**src/rtl/rv_pkg.sv**
```systemverilog
// Shared types and constants for the RV32I next-PC sequencer.
package rv_pkg;

   // Run/halt control state of the fetch sequencer
   typedef enum logic {
      ST_RUN  = 1'b0,
      ST_HALT = 1'b1
   } state_t;

   // Sequential fetch increment (one 32-bit instruction)
   localparam logic [31:0] PC_INC = 32'd4;

   // Default fetch address driven while the core is held in reset
   localparam logic [31:0] DEFAULT_RESET_PC = 32'h0000_0000;

endpackage : rv_pkg

```
**src/rtl/hazard_detect.sv**
```systemverilog
// Load-use hazard comparator: flags an ID instruction that reads the
// destination of a load currently in EX. x0 never creates a hazard.
module hazard_detect (
   input  logic       i_ex_memread,
   input  logic [4:0] i_ex_rd,
   input  logic [4:0] i_id_rs1,
   input  logic [4:0] i_id_rs2,
   output logic       o_hazard
);

   logic w_rd_nonzero;
   logic w_src_match;

   assign w_rd_nonzero = (i_ex_rd != 5'd0);
   assign w_src_match  = (i_ex_rd == i_id_rs1) || (i_ex_rd == i_id_rs2);

   // Single hazard bit consumed by the sequencer priority mux
   always_comb begin
      o_hazard = i_ex_memread && w_rd_nonzero && w_src_match;
   end

endmodule : hazard_detect

```
**src/rtl/pc_seq_ctrl.sv**
```systemverilog
// Next-PC sequencer and pipeline hazard controller for the 5-stage core.
// Selects the next fetch address, drives PC / IF/ID / ID/EX stall and
// flush controls, tracks run/halt state and counts stalls and redirects.
module pc_seq_ctrl
   import rv_pkg::*;
#(
   parameter logic [31:0] RESET_PC = DEFAULT_RESET_PC,
   parameter int          CNT_W    = 16
) (
   input  logic             clk,
   input  logic             rst_n,
   input  logic [31:0]      pc,
   input  logic             id_jump,
   input  logic [31:0]      id_target,
   input  logic             ex_redirect,
   input  logic [31:0]      ex_target,
   input  logic [4:0]       id_rs1,
   input  logic [4:0]       id_rs2,
   input  logic [4:0]       ex_rd,
   input  logic             ex_memread,
   input  logic             halt_req,
   input  logic [31:0]      halt_pc,
   input  logic             resume,
   output logic [31:0]      npc,
   output logic             pc_stall,
   output logic             ifid_stall,
   output logic             ifid_flush,
   output logic             idex_flush,
   output logic             halted,
   output logic [CNT_W-1:0] stall_cnt,
   output logic [CNT_W-1:0] flush_cnt
);

   localparam logic [CNT_W-1:0] CNT_ONE = {{(CNT_W-1){1'b0}}, 1'b1};
   localparam logic [CNT_W-1:0] CNT_MAX = {CNT_W{1'b1}};

   state_t           r_state;
   state_t           w_state_next;
   logic [CNT_W-1:0] r_stall_cnt;
   logic [CNT_W-1:0] r_flush_cnt;

   logic             w_hazard;
   logic [31:0]      w_npc;
   logic             w_pc_stall;
   logic             w_ifid_stall;
   logic             w_ifid_flush;
   logic             w_idex_flush;
   logic             w_stall_inc;
   logic             w_flush_inc;

   hazard_detect u_hazard_detect (
      .i_ex_memread (ex_memread),
      .i_ex_rd      (ex_rd),
      .i_id_rs1     (id_rs1),
      .i_id_rs2     (id_rs2),
      .o_hazard     (w_hazard)
   );

   // Priority mux for next PC and pipeline controls, plus FSM next state
   always_comb begin
      w_npc        = pc + PC_INC;
      w_pc_stall   = 1'b0;
      w_ifid_stall = 1'b0;
      w_ifid_flush = 1'b0;
      w_idex_flush = 1'b0;
      w_stall_inc  = 1'b0;
      w_flush_inc  = 1'b0;
      w_state_next = r_state;

      if (r_state == ST_HALT) begin
         // Freeze fetch and keep bubbling both stages; halt_req is ignored
         w_npc        = pc;
         w_pc_stall   = 1'b1;
         w_ifid_flush = 1'b1;
         w_idex_flush = 1'b1;
         if (resume) begin
            w_state_next = ST_RUN;
         end
      end else if (halt_req) begin
         // Resume point is the instruction after the ECALL/EBREAK
         w_npc        = halt_pc + PC_INC;
         w_ifid_flush = 1'b1;
         w_idex_flush = 1'b1;
         w_state_next = ST_HALT;
      end else if (ex_redirect) begin
         // Wins over load-use: the stalled ID instruction is wrong-path
         w_npc        = {ex_target[31:1], 1'b0};
         w_ifid_flush = 1'b1;
         w_idex_flush = 1'b1;
         w_flush_inc  = 1'b1;
      end else if (w_hazard) begin
         // Hold PC and IF/ID one cycle, insert a bubble into EX
         w_npc        = pc;
         w_pc_stall   = 1'b1;
         w_ifid_stall = 1'b1;
         w_idex_flush = 1'b1;
         w_stall_inc  = 1'b1;
      end else if (id_jump) begin
         w_npc        = {id_target[31:1], 1'b0};
         w_ifid_flush = 1'b1;
         w_flush_inc  = 1'b1;
      end
   end

   // Outputs are forced to their reset values while rst_n is low
   always_comb begin
      npc        = rst_n ? w_npc        : RESET_PC;
      pc_stall   = rst_n ? w_pc_stall   : 1'b0;
      ifid_stall = rst_n ? w_ifid_stall : 1'b0;
      ifid_flush = rst_n ? w_ifid_flush : 1'b0;
      idex_flush = rst_n ? w_idex_flush : 1'b0;
   end

   // Run/halt state register
   always_ff @(posedge clk or negedge rst_n) begin
      if (!rst_n) begin
         r_state <= ST_RUN;
      end else begin
         r_state <= w_state_next;
      end
   end

   // Saturating stall and redirect counters
   always_ff @(posedge clk or negedge rst_n) begin
      if (!rst_n) begin
         r_stall_cnt <= '0;
         r_flush_cnt <= '0;
      end else begin
         if (w_stall_inc && (r_stall_cnt != CNT_MAX)) begin
            r_stall_cnt <= r_stall_cnt + CNT_ONE;
         end
         if (w_flush_inc && (r_flush_cnt != CNT_MAX)) begin
            r_flush_cnt <= r_flush_cnt + CNT_ONE;
         end
      end
   end

   assign halted    = (r_state == ST_HALT);
   assign stall_cnt = r_stall_cnt;
   assign flush_cnt = r_flush_cnt;

endmodule : pc_seq_ctrl

```
**config.mk**
```make
export PLATFORM = sky130hd
export DESIGN_NAME = pc_seq_ctrl
export DESIGN_NICKNAME = d
export VERILOG_FILES = /design/src/rtl/rv_pkg.sv /design/src/rtl/hazard_detect.sv /design/src/rtl/pc_seq_ctrl.sv
export SDC_FILE = /design/constraint.sdc
export NUM_CORES = 1
export LEC_CHECK = 0
export ABC_CLOCK_PERIOD_IN_PS = 3050
export CORE_UTILIZATION = 42
export DETAILED_ROUTE_END_ITERATION = 10
export HOLD_SLACK_MARGIN = 0.12
export PLACE_DENSITY = 0.93
export RECOVER_POWER = 100
export SYNTH_ARGS = -nofsm -noshare
export SYNTH_HDL_FRONTEND = slang
export SYNTH_SLANG_ARGS = --single-unit
```
**constraint.sdc**
```tcl
create_clock -name clk -period 3.05 [get_ports clk]
set_input_delay 0.4575 -clock clk [delete_from_list [all_inputs] [get_ports clk]]
set_output_delay 0.4575 -clock clk [all_outputs]
set_load 0.005 [all_outputs]
```
# Word level (Yosys, flattened, before mapping)
# Cells that the tools add are included.
[word_totals]
ff_bits = 33
wordCells = 45
[classes]
add_sub_neg = 4
n_eq_ne = 4
muxes = 28
n_reduce_logical = 6
[op_table]
columns = ["operator", "n"]
rows = [
  ["32-bit 2-to-1 mux", 6],
  ["32-bit by 3-bit adder with 32-bit output (second input constant)", 2],
  ["16-bit by 1-bit adder with 16-bit output (second input constant)", 2],
  ["16-bit inequality test (second input constant)", 2],
  ["1-bit 2-to-1 mux", 22],
  ["5-bit equality test", 2],
  ["5-bit nonzero test", 1],
  ["1-bit logical AND", 4],
  ["1-bit logical OR", 1],
]

# Depth between registers and ports, before layout
# Gate-level depths: netlist of the first run.
[logic_depth]
word_depth = 8
ltp_mapped = 9
depth_no_buf = 7

# Modules after synthesis
# From an unflattened synthesis of the first run, not the netlist that was laid out.
[hier_totals]
cells_unflattened = 618
hier_area_um2 = 4505.6
[modules_own_cells]
columns = ["mod", "n_inst", "cells_per_inst", "area_per_inst_um2", "seq_area_each_um2"]
rows = [
  ["pc_seq_ctrl", 1, 601, 4380.5, 825.8],
  ["hazard_detect", 1, 17, 125.1, 0.0],
]

# Worst setup path after synthesis of the first run
# No wires, ideal clock.
[synth_path]
path_type = "input -> output"
startpoint = "in pc[2]"
endpoint = "out npc[30]"
t_arrival_ps = 2343
slack_ps = 249
cell_stages = 8
n_path_buf = 1
cell_sequence = "ha_1 nand3_1 or4_1 buf_2 or4_1 a31oi_1 a221oi_1 o31ai_2"
[synth_between]
elab_chain_len = 7
[synth_lines]
columns = ["item", "line_no", "text"]
rows = [
  ["start: declaration", "pc_seq_ctrl.sv:12", "input logic [31:0] pc,"],
  ["32-bit by 3-bit adder with 32-bit output", "pc_seq_ctrl.sv:61", "w_npc = pc + PC_INC;"],
  ["32-bit 2-to-1 mux", "pc_seq_ctrl.sv:98", "end else if (id_jump) begin"],
  ["32-bit 2-to-1 mux", "pc_seq_ctrl.sv:91", "end else if (w_hazard) begin"],
  ["32-bit 2-to-1 mux", "pc_seq_ctrl.sv:85", "end else if (ex_redirect) begin"],
  ["32-bit 2-to-1 mux", "pc_seq_ctrl.sv:79", "end else if (halt_req) begin"],
  ["32-bit 2-to-1 mux", "pc_seq_ctrl.sv:70", "if (r_state == ST_HALT) begin"],
  ["32-bit 2-to-1 mux", "pc_seq_ctrl.sv:107", "npc = rst_n ? w_npc : RESET_PC;"],
  ["end: declaration", "pc_seq_ctrl.sv:24", "output logic [31:0] npc,"],
]
# Every way passes these cells.

# Worst setup path after layout of the first run
[layout_path]
startpoint = "in halt_pc[8]"
endpoint = "out npc[28]"
[layout_between]
elab_chain_len = 4
[layout_lines]
columns = ["item", "line_no", "text"]
rows = [
  ["start: declaration", "pc_seq_ctrl.sv:22", "input logic [31:0] halt_pc,"],
  ["32-bit by 3-bit adder with 32-bit output", "pc_seq_ctrl.sv:81", "w_npc = halt_pc + PC_INC;"],
  ["32-bit 2-to-1 mux", "pc_seq_ctrl.sv:79", ""],
  ["32-bit 2-to-1 mux", "pc_seq_ctrl.sv:70", ""],
  ["32-bit 2-to-1 mux", "pc_seq_ctrl.sv:107", ""],
]
# Every way passes these cells.

==> flow_summary.toml, run 1 <==
[critical_path]
worst-r2r-cell-count = 9
crit_required_ps = 2590
rr_startpoint = "halted$_DFF_PN0_"
crit_path_start = "halt_pc[8]"
rrSetupSlack_ps = 570
crit_chain = "clkdlybuf4s50_1 -> nand3_1 -> nor3_4 -> buf_4 -> buf_4 -> nand4_1 -> xor2_1 -> nor3_1 -> a221o_1 -> buf_2"
cp_slowest_cell = "xor2_1"
crit_top_cell = "buf_4"
critPathArrivalTime_ps = 2920
end_kind = "output pin"
critPathMaxStageDelay_ps = 560
path_class = "in2out"
r2r-end = "flush_cnt[4]$_DFFE_PN0P_"
cp-start-kind = "primary input"
cp_max_fo = 6

[final_layout]
fin_nets = 1142
final_core_util = 0.826
synthToLayoutAreaGrowth_pct = 90.6
layout-drive-gt1-share = 0.288

[timing]
grt_setup_unrepaired = "yes"
post-route-min-period_ps = 3370
final_max_slew_viol_count = 0
maxSlewHeadroom = 0.446
fin_ws_ps = -323
finalHoldViolCount = 0
worst_pin_slew_ps = 831
holdWs_ps = 355
setup_viol = 5
clock.fmax_mhz = 296
period_share = 1.11
fin_skew_ps = 6.09

[clock_tree]
clock_latency_ps = 280
h-tree-depth = 2
cts_num_sinks = 33
cts_hold_buf = 0
cts_tree = "yes"
cts.root.buffer_cell = "clkbuf_8"
numCtsBuffers = 5
clockBufferDepth = 2
path_clk_slew_ps = 70

[synthesis]
ys.flop_type = "dfrtp_1"
synth-seq-cells = 33
synth_edf_count = 0
syn_area_um2 = 4480
syn_area_per_cell_um2 = 7.13
yosys_warnings = 0
ys_seq_area_frac = 0.185
async_flop_share = 1.00
synth_cell_types = 65
syn_inst = 628
syn-num-nets = 782

[floorplanning]
die_area_um2 = 11100
ios = 219
initial_core_util = 0.434
dieWidth_um = 105
die_y_um = 105
rows = 37
core-area_um2 = 10300

[place]
port_buffers = 216
gp_congestion = 1.00
dp_hpwl_um = 16700

[outcome]
violations = "negative setup slack"
status = "finished, violations left"

[hold_path]
hp-class = "in2async"

[power_and_ir_drop]
leakage_nw = 3.77
p_per_area_nw_per_um2 = 238
ir_drop_v = 0.000446

[detailed_routing]
wl_per_cell_um = 23.1
drtPass1Iterations = 7
ant_nets = 0
drc = 0
drt-total-wl_um = 26000
vias = 7594
drt_iter0_drc = 1093
via_per_inst = 6.74

[global_routing]
gr-usage-all-layers = 0.417
grt_first_pass_wirelength_um = 36700
grt_pass1_vias = 7155
grt_start_max_net_pins = 33
antenna_found_initial = 1
grt_overflow_total = 0

[job]
cap_violations = 0
==> report_power, final <==
group | internal [mW] | switching, mW | total (mW)
logic | 0.593 | 0.570 | 1.16
registers | 0.475 | 0.0488 | 0.524
clock network | 0.183 | 0.159 | 0.342
total | 1.25 | 0.778 | 2.03
==> repair_timing <==
action	CTS	global route
cloned	1	1
buffers inserted	27	8
pin swaps	50	43
gates resized for setup	188	87
endpoints found under the setup margin	36	29
==> cells by family after synthesis <==
kind of cell | synth area share
AOI/OAI and AO/OA | 0.291
xor gates and xnor gates | 0.137
adders and majority gates | 0.0112
and+or+nand+nor | 0.309
muxes | 0.0190
DFF | 0.185
buffers and inverters | 0.0481
==> worst max-delay path, delay by kind of cell <==
| family | cells | cell delay (ps) |
|---|---|---|
| compound gates | 1 | 280 |
| buf+inv | 4 | 940 |
| simple gates | 4 | 660 |
| xor+xnor | 1 | 560 |
==> cell type report <==
| class | count | area (um2) |
|---|---|---|
| antenna | 1 | 2.50 |
| clock buffer | 6 | 82.6 |
| clock inverter | 2 | 13.8 |
| fill | 599 | 1790 |
| inverter | 15 | 56.3 |
| multi-input combinational | 540 | 3870 |
| sequential | 33 | 826 |
| tap | 136 | 170 |
| timing repair buffer | 393 | 3510 |
==> Yosys cell counts, drive strengths merged (4+ instances only) <==
library cell / count / area [um2]
buf: 7 / 35.0
clkbuf: 33 / 124
nand2: 66 / 248
nor3: 25 / 125
a221o: 6 / 60.1
a22o: 6 / 52.6
a21oi: 36 / 184
o32ai: 4 / 35.0
ha: 4 / 50.1
o221ai: 7 / 61.3
nand2b: 11 / 68.8
or4: 7 / 52.6
and4: 5 / 43.8
o22ai: 5 / 31.3
nor2: 38 / 143
o31a: 4 / 35.0
mux2: 4 / 45.0
mux2i: 4 / 40.0
inv: 15 / 56.3
o21ai: 41 / 205
a31oi: 9 / 56.3
and3: 15 / 93.8
a311oi: 4 / 35.0
nor4: 14 / 87.6
o31ai: 15 / 118
and2: 11 / 68.8
nand4: 30 / 194
nand3: 41 / 205
xor2: 20 / 175
o21a: 5 / 37.5
o211ai: 6 / 45.0
dfrtp: 33 / 826
xnor2: 50 / 438
==> cells in the final DEF (no fill, tap or decap), drive strengths merged, types with 15 or more instances in the layout <==
cell             n
nand3           41
clkdlybuf4s50  110
dfrtp           33
clkbuf          25
o21ai           41
o31ai           15
nor2            38
inv             15
dlygate4sd3     33
xnor2           50
xor2            20
dlygate4sd2     27
nand2           66
nor3            25
nand4           30
buf            188
and3            15
a21oi           36
==> state kept, by name, indices dropped and copies added, names as in the netlist <==
name / cells
flush_cnt: 16
stall_cnt: 16
halted: 1
==> stage by stage <==
stage	setup TNS [ps]	worst slack, ps	cell area (um2)	power [mW]	instances
global route	-1020	-354	8530	2.11	1125
CTS	-27.9	-27.9	8230	1.95	1116
global placement	-16280	-773	7740	1.57	1081
floorplan	0	249	4480	0.916	628
finish	-513	-323	8530	2.03	1126
detailed placement	-18280	-836	7740	1.59	1081
==> worst max path at each step <==
stage / endpoint / slack (ps) / depth (start not counted)
2_1_floorplan: npc[30] / 250 / 8
3_3_place_gp: npc[30] / -770 / 9
3_5_place_dp: npc[24] / -840 / 9
4_1_cts: npc[24] / -30 / 10
5_1_grt: npc[28] / -350 / 10
6_report: npc[28] / -320 / 10
==> metal layers <==
metal	share of wire	vias up	GRT usage
li1	-	3118	-
met1	0.33	3473	0.465
met2	0.45	745	0.715
met3	0.14	258	0.118
met4	0.081	0	0.230
met5	0	-	0
Note: power is estimated with default switching activity, not from simulation.
==> run 2, diff against run 1 <==
--- a/config.mk
+++ b/config.mk
@@ -6,6 +6,7 @@
 export NUM_CORES = 1
 export LEC_CHECK = 0
 export ABC_CLOCK_PERIOD_IN_PS = 3050
+export CORE_MARGIN = 1
 export CORE_UTILIZATION = 42
 export DETAILED_ROUTE_END_ITERATION = 10
 export HOLD_SLACK_MARGIN = 0.12
==> results of run 2 <==
Same layout as run 1: the final DEF is identical, and so are final timing and power.
==> run 3, diff against run 2 <==
--- a/config.mk
+++ b/config.mk
@@ -7,10 +7,10 @@
 export LEC_CHECK = 0
 export ABC_CLOCK_PERIOD_IN_PS = 3050
 export CORE_MARGIN = 1
-export CORE_UTILIZATION = 42
+export CORE_UTILIZATION = 33
 export DETAILED_ROUTE_END_ITERATION = 10
 export HOLD_SLACK_MARGIN = 0.12
-export PLACE_DENSITY = 0.93
+export PLACE_DENSITY = 0.78
 export RECOVER_POWER = 100
 export SYNTH_ARGS = -nofsm -noshare
 export SYNTH_HDL_FRONTEND = slang
==> run 3 against run 2 <==
Net effect: the run still ends with negative setup slack left; die area up 27%; via count down 11%; cell count up 4.2%; count of clock-buffer cells in the layout down 1; combinational power about the same; wire length down 14%; setup slack better by 220 ps; sequential cell count unchanged; clock skew down 1.5 ps; global-route usage down 12 points.
==> flow_summary.toml, run 3 (same netlist as run 1, synthesis figures left out) <==
[clock_tree]
clockBufferDepth = 2
numCtsBuffers = 5
cts_num_sinks = 33
clock_latency_ps = 280
cts_hold_buf = 0
path_clk_slew_ps = 60
h-tree-depth = 2
cts.root.buffer_cell = "clkbuf_16"
cts_tree = "yes"

[final_layout]
fin_nets = 1149
final_area_um2 = 8630
stdcell_count = 1173
layout-drive-gt1-share = 0.265
mostFrequentLayoutCell = "buf_4"
fillers = 1125
synthToLayoutAreaGrowth_pct = 92.9
final_core_util = 0.652
final_cell_mix = "buf_4 (142), clkdlybuf4s50_1 (104), nand2_1 (63)"

[detailed_routing]
via_per_inst = 5.76
vias = 6760
drc = 0
drtPass1Iterations = 5
drt_iter0_drc = 593
ant_nets = 0
wl_per_cell_um = 19.1
drt-total-wl_um = 22400

[power_and_ir_drop]
swShare = 0.346
leakage_nw = 3.90
ir_drop_v = 0.000335
p_per_area_nw_per_um2 = 259
totalPowerFinal_mw = 2.24
internal_power_mw = 1.47
pwr-share-comb = 0.504
p_sw_mw = 0.774
power_frac_seq = 0.234
clkPwrFrac = 0.262

[floorplanning]
die_y_um = 118
ios = 219
initial_core_util = 0.338
dieWidth_um = 118
die_area_um2 = 14000
rows = 42
core-area_um2 = 13200

[place]
placed_cell_area_um2 = 7880
dp_hpwl_um = 16300
gp_congestion = 0.936
dp_cells = 1125
port_buffers = 216

[critical_path]
path_class = "in2out"
cp-start-kind = "primary input"
critPathArrivalTime_ps = 2690
end_kind = "output pin"
cp_max_fo = 5
crit_required_ps = 2590

[global_routing]
grt_overflow_total = 0
grt_start_max_net_pins = 36
grt_pass1_vias = 6490
antenna_found_initial = 1
gr-usage-all-layers = 0.298
grt_first_pass_wirelength_um = 33200

[timing]
period_share = 1.03
clock.fmax_mhz = 317
maxSlewHeadroom = 0.500
final_max_slew_viol_count = 0
fin_ws_ps = -102
worst_pin_slew_ps = 744
post-route-min-period_ps = 3150
fin_skew_ps = 4.60
grt_setup_unrepaired = "yes"
finalHoldViolCount = 0
setup_viol = 4

[outcome]
violations = "negative setup slack"
status = "finished, violations left"

[job]
cap_violations = 0

[hold_path]
hp-class = "in2async"
## run 3: cell types whose count changed in the layout (fill, tap and decap cells not counted), moves of 4 or more
cell,change
xnor2_1,+6
clkbuf_16,+5
xnor2_2,-6
dlymetal6s2s_1,+17
buf_12,+5
clkdlybuf4s50_1,-6
clkbuf_8,-6
nor4_2,+4
dlygate4sd2_1,-7
## run 3: metal layers
metal / wire length, um / up-vias / share of wire / track usage
met5: 13 / - / 0.00058 / 0
met4: 899 / 2 / 0.040 / 0.128
met3: 2070 / 71 / 0.093 / 0.0487
met2: 10400 / 417 / 0.47 / 0.490
met1: 8950 / 3154 / 0.40 / 0.384
li1: - / 3116 / - / -
## run 3: path summary, 6_finish.rpt
path	cells after the start	slack (ps)	to	start
min in group clk	1	500	flush_cnt[9]$_DFFE_PN0P_	flush_cnt[9]$_DFFE_PN0P_
worst max register to register	9	290	flush_cnt[5]$_DFFE_PN0P_	halted$_DFF_PN0_
worst min-delay path	2	260	flush_cnt[13]$_DFFE_PN0P_	rst_n
max in group asynchronous	3	1840	stall_cnt[0]$_DFFE_PN0P_	rst_n
worst min register to register	1	500	flush_cnt[9]$_DFFE_PN0P_	flush_cnt[9]$_DFFE_PN0P_
worst max-delay path	11	-100	npc[31]	pc[2]
## run 3: critical path, stage by stage
cell and delay, ps:
buf_8 80, buf_6 100, nand4_1 130, or4_4 570
buf_6 150, buf_6 100, o41a_1 310, a221o_1 290
a221oi_2 270, o31ai_2 90, buf_2 140
## run 3: per-stage QoR
step	setup TNS, ps	setup WS, ps	hold WS, ps
2_1_floorplan	0	249	162
3_3_place_gp	-18940	-787	482
3_5_place_dp	-19600	-832	489
4_1_cts	-690	-118	256
5_1_grt	-1380	-165	283
6_report	-161	-102	256
## run 3: timing repair
| item | CTS | global route |
|---|---|---|
| gates cloned | 0 | 1 |
| setup buffers | 21 | 18 |
| pin swaps | 36 | 47 |
| setup endpoints to repair | 36 | 32 |
| gates resized for setup | 152 | 94 |
## run 3: cell type report
| cell class | instances | area, um2 | area share |
|---|---|---|---|
| clock buffers | 5 | 125 | 0.0145 |
| clock inverters | 3 | 46.3 | 0.00536 |
| diodes | 1 | 2.50 | 0.000290 |
| flip-flops and latches | 33 | 826 | 0.0956 |
| well taps | 176 | 220 | 0.0255 |
| repair buffers | 400 | 3660 | 0.424 |
| multi-input cells | 540 | 3700 | 0.428 |
| inverters | 15 | 56.3 | 0.00652 |
## run 3: power by group through the flow
stage / Combinational, mW / Clock (mW) / Sequential (mW)
floorplan: 0.388 / 0 / 0.528
global placement: 1.07 / 0 / 0.528
detailed placement: 1.09 / 0 / 0.531
CTS: 1.08 / 0.590 / 0.525
global route: 1.20 / 0.613 / 0.530
finish: 1.13 / 0.587 / 0.524
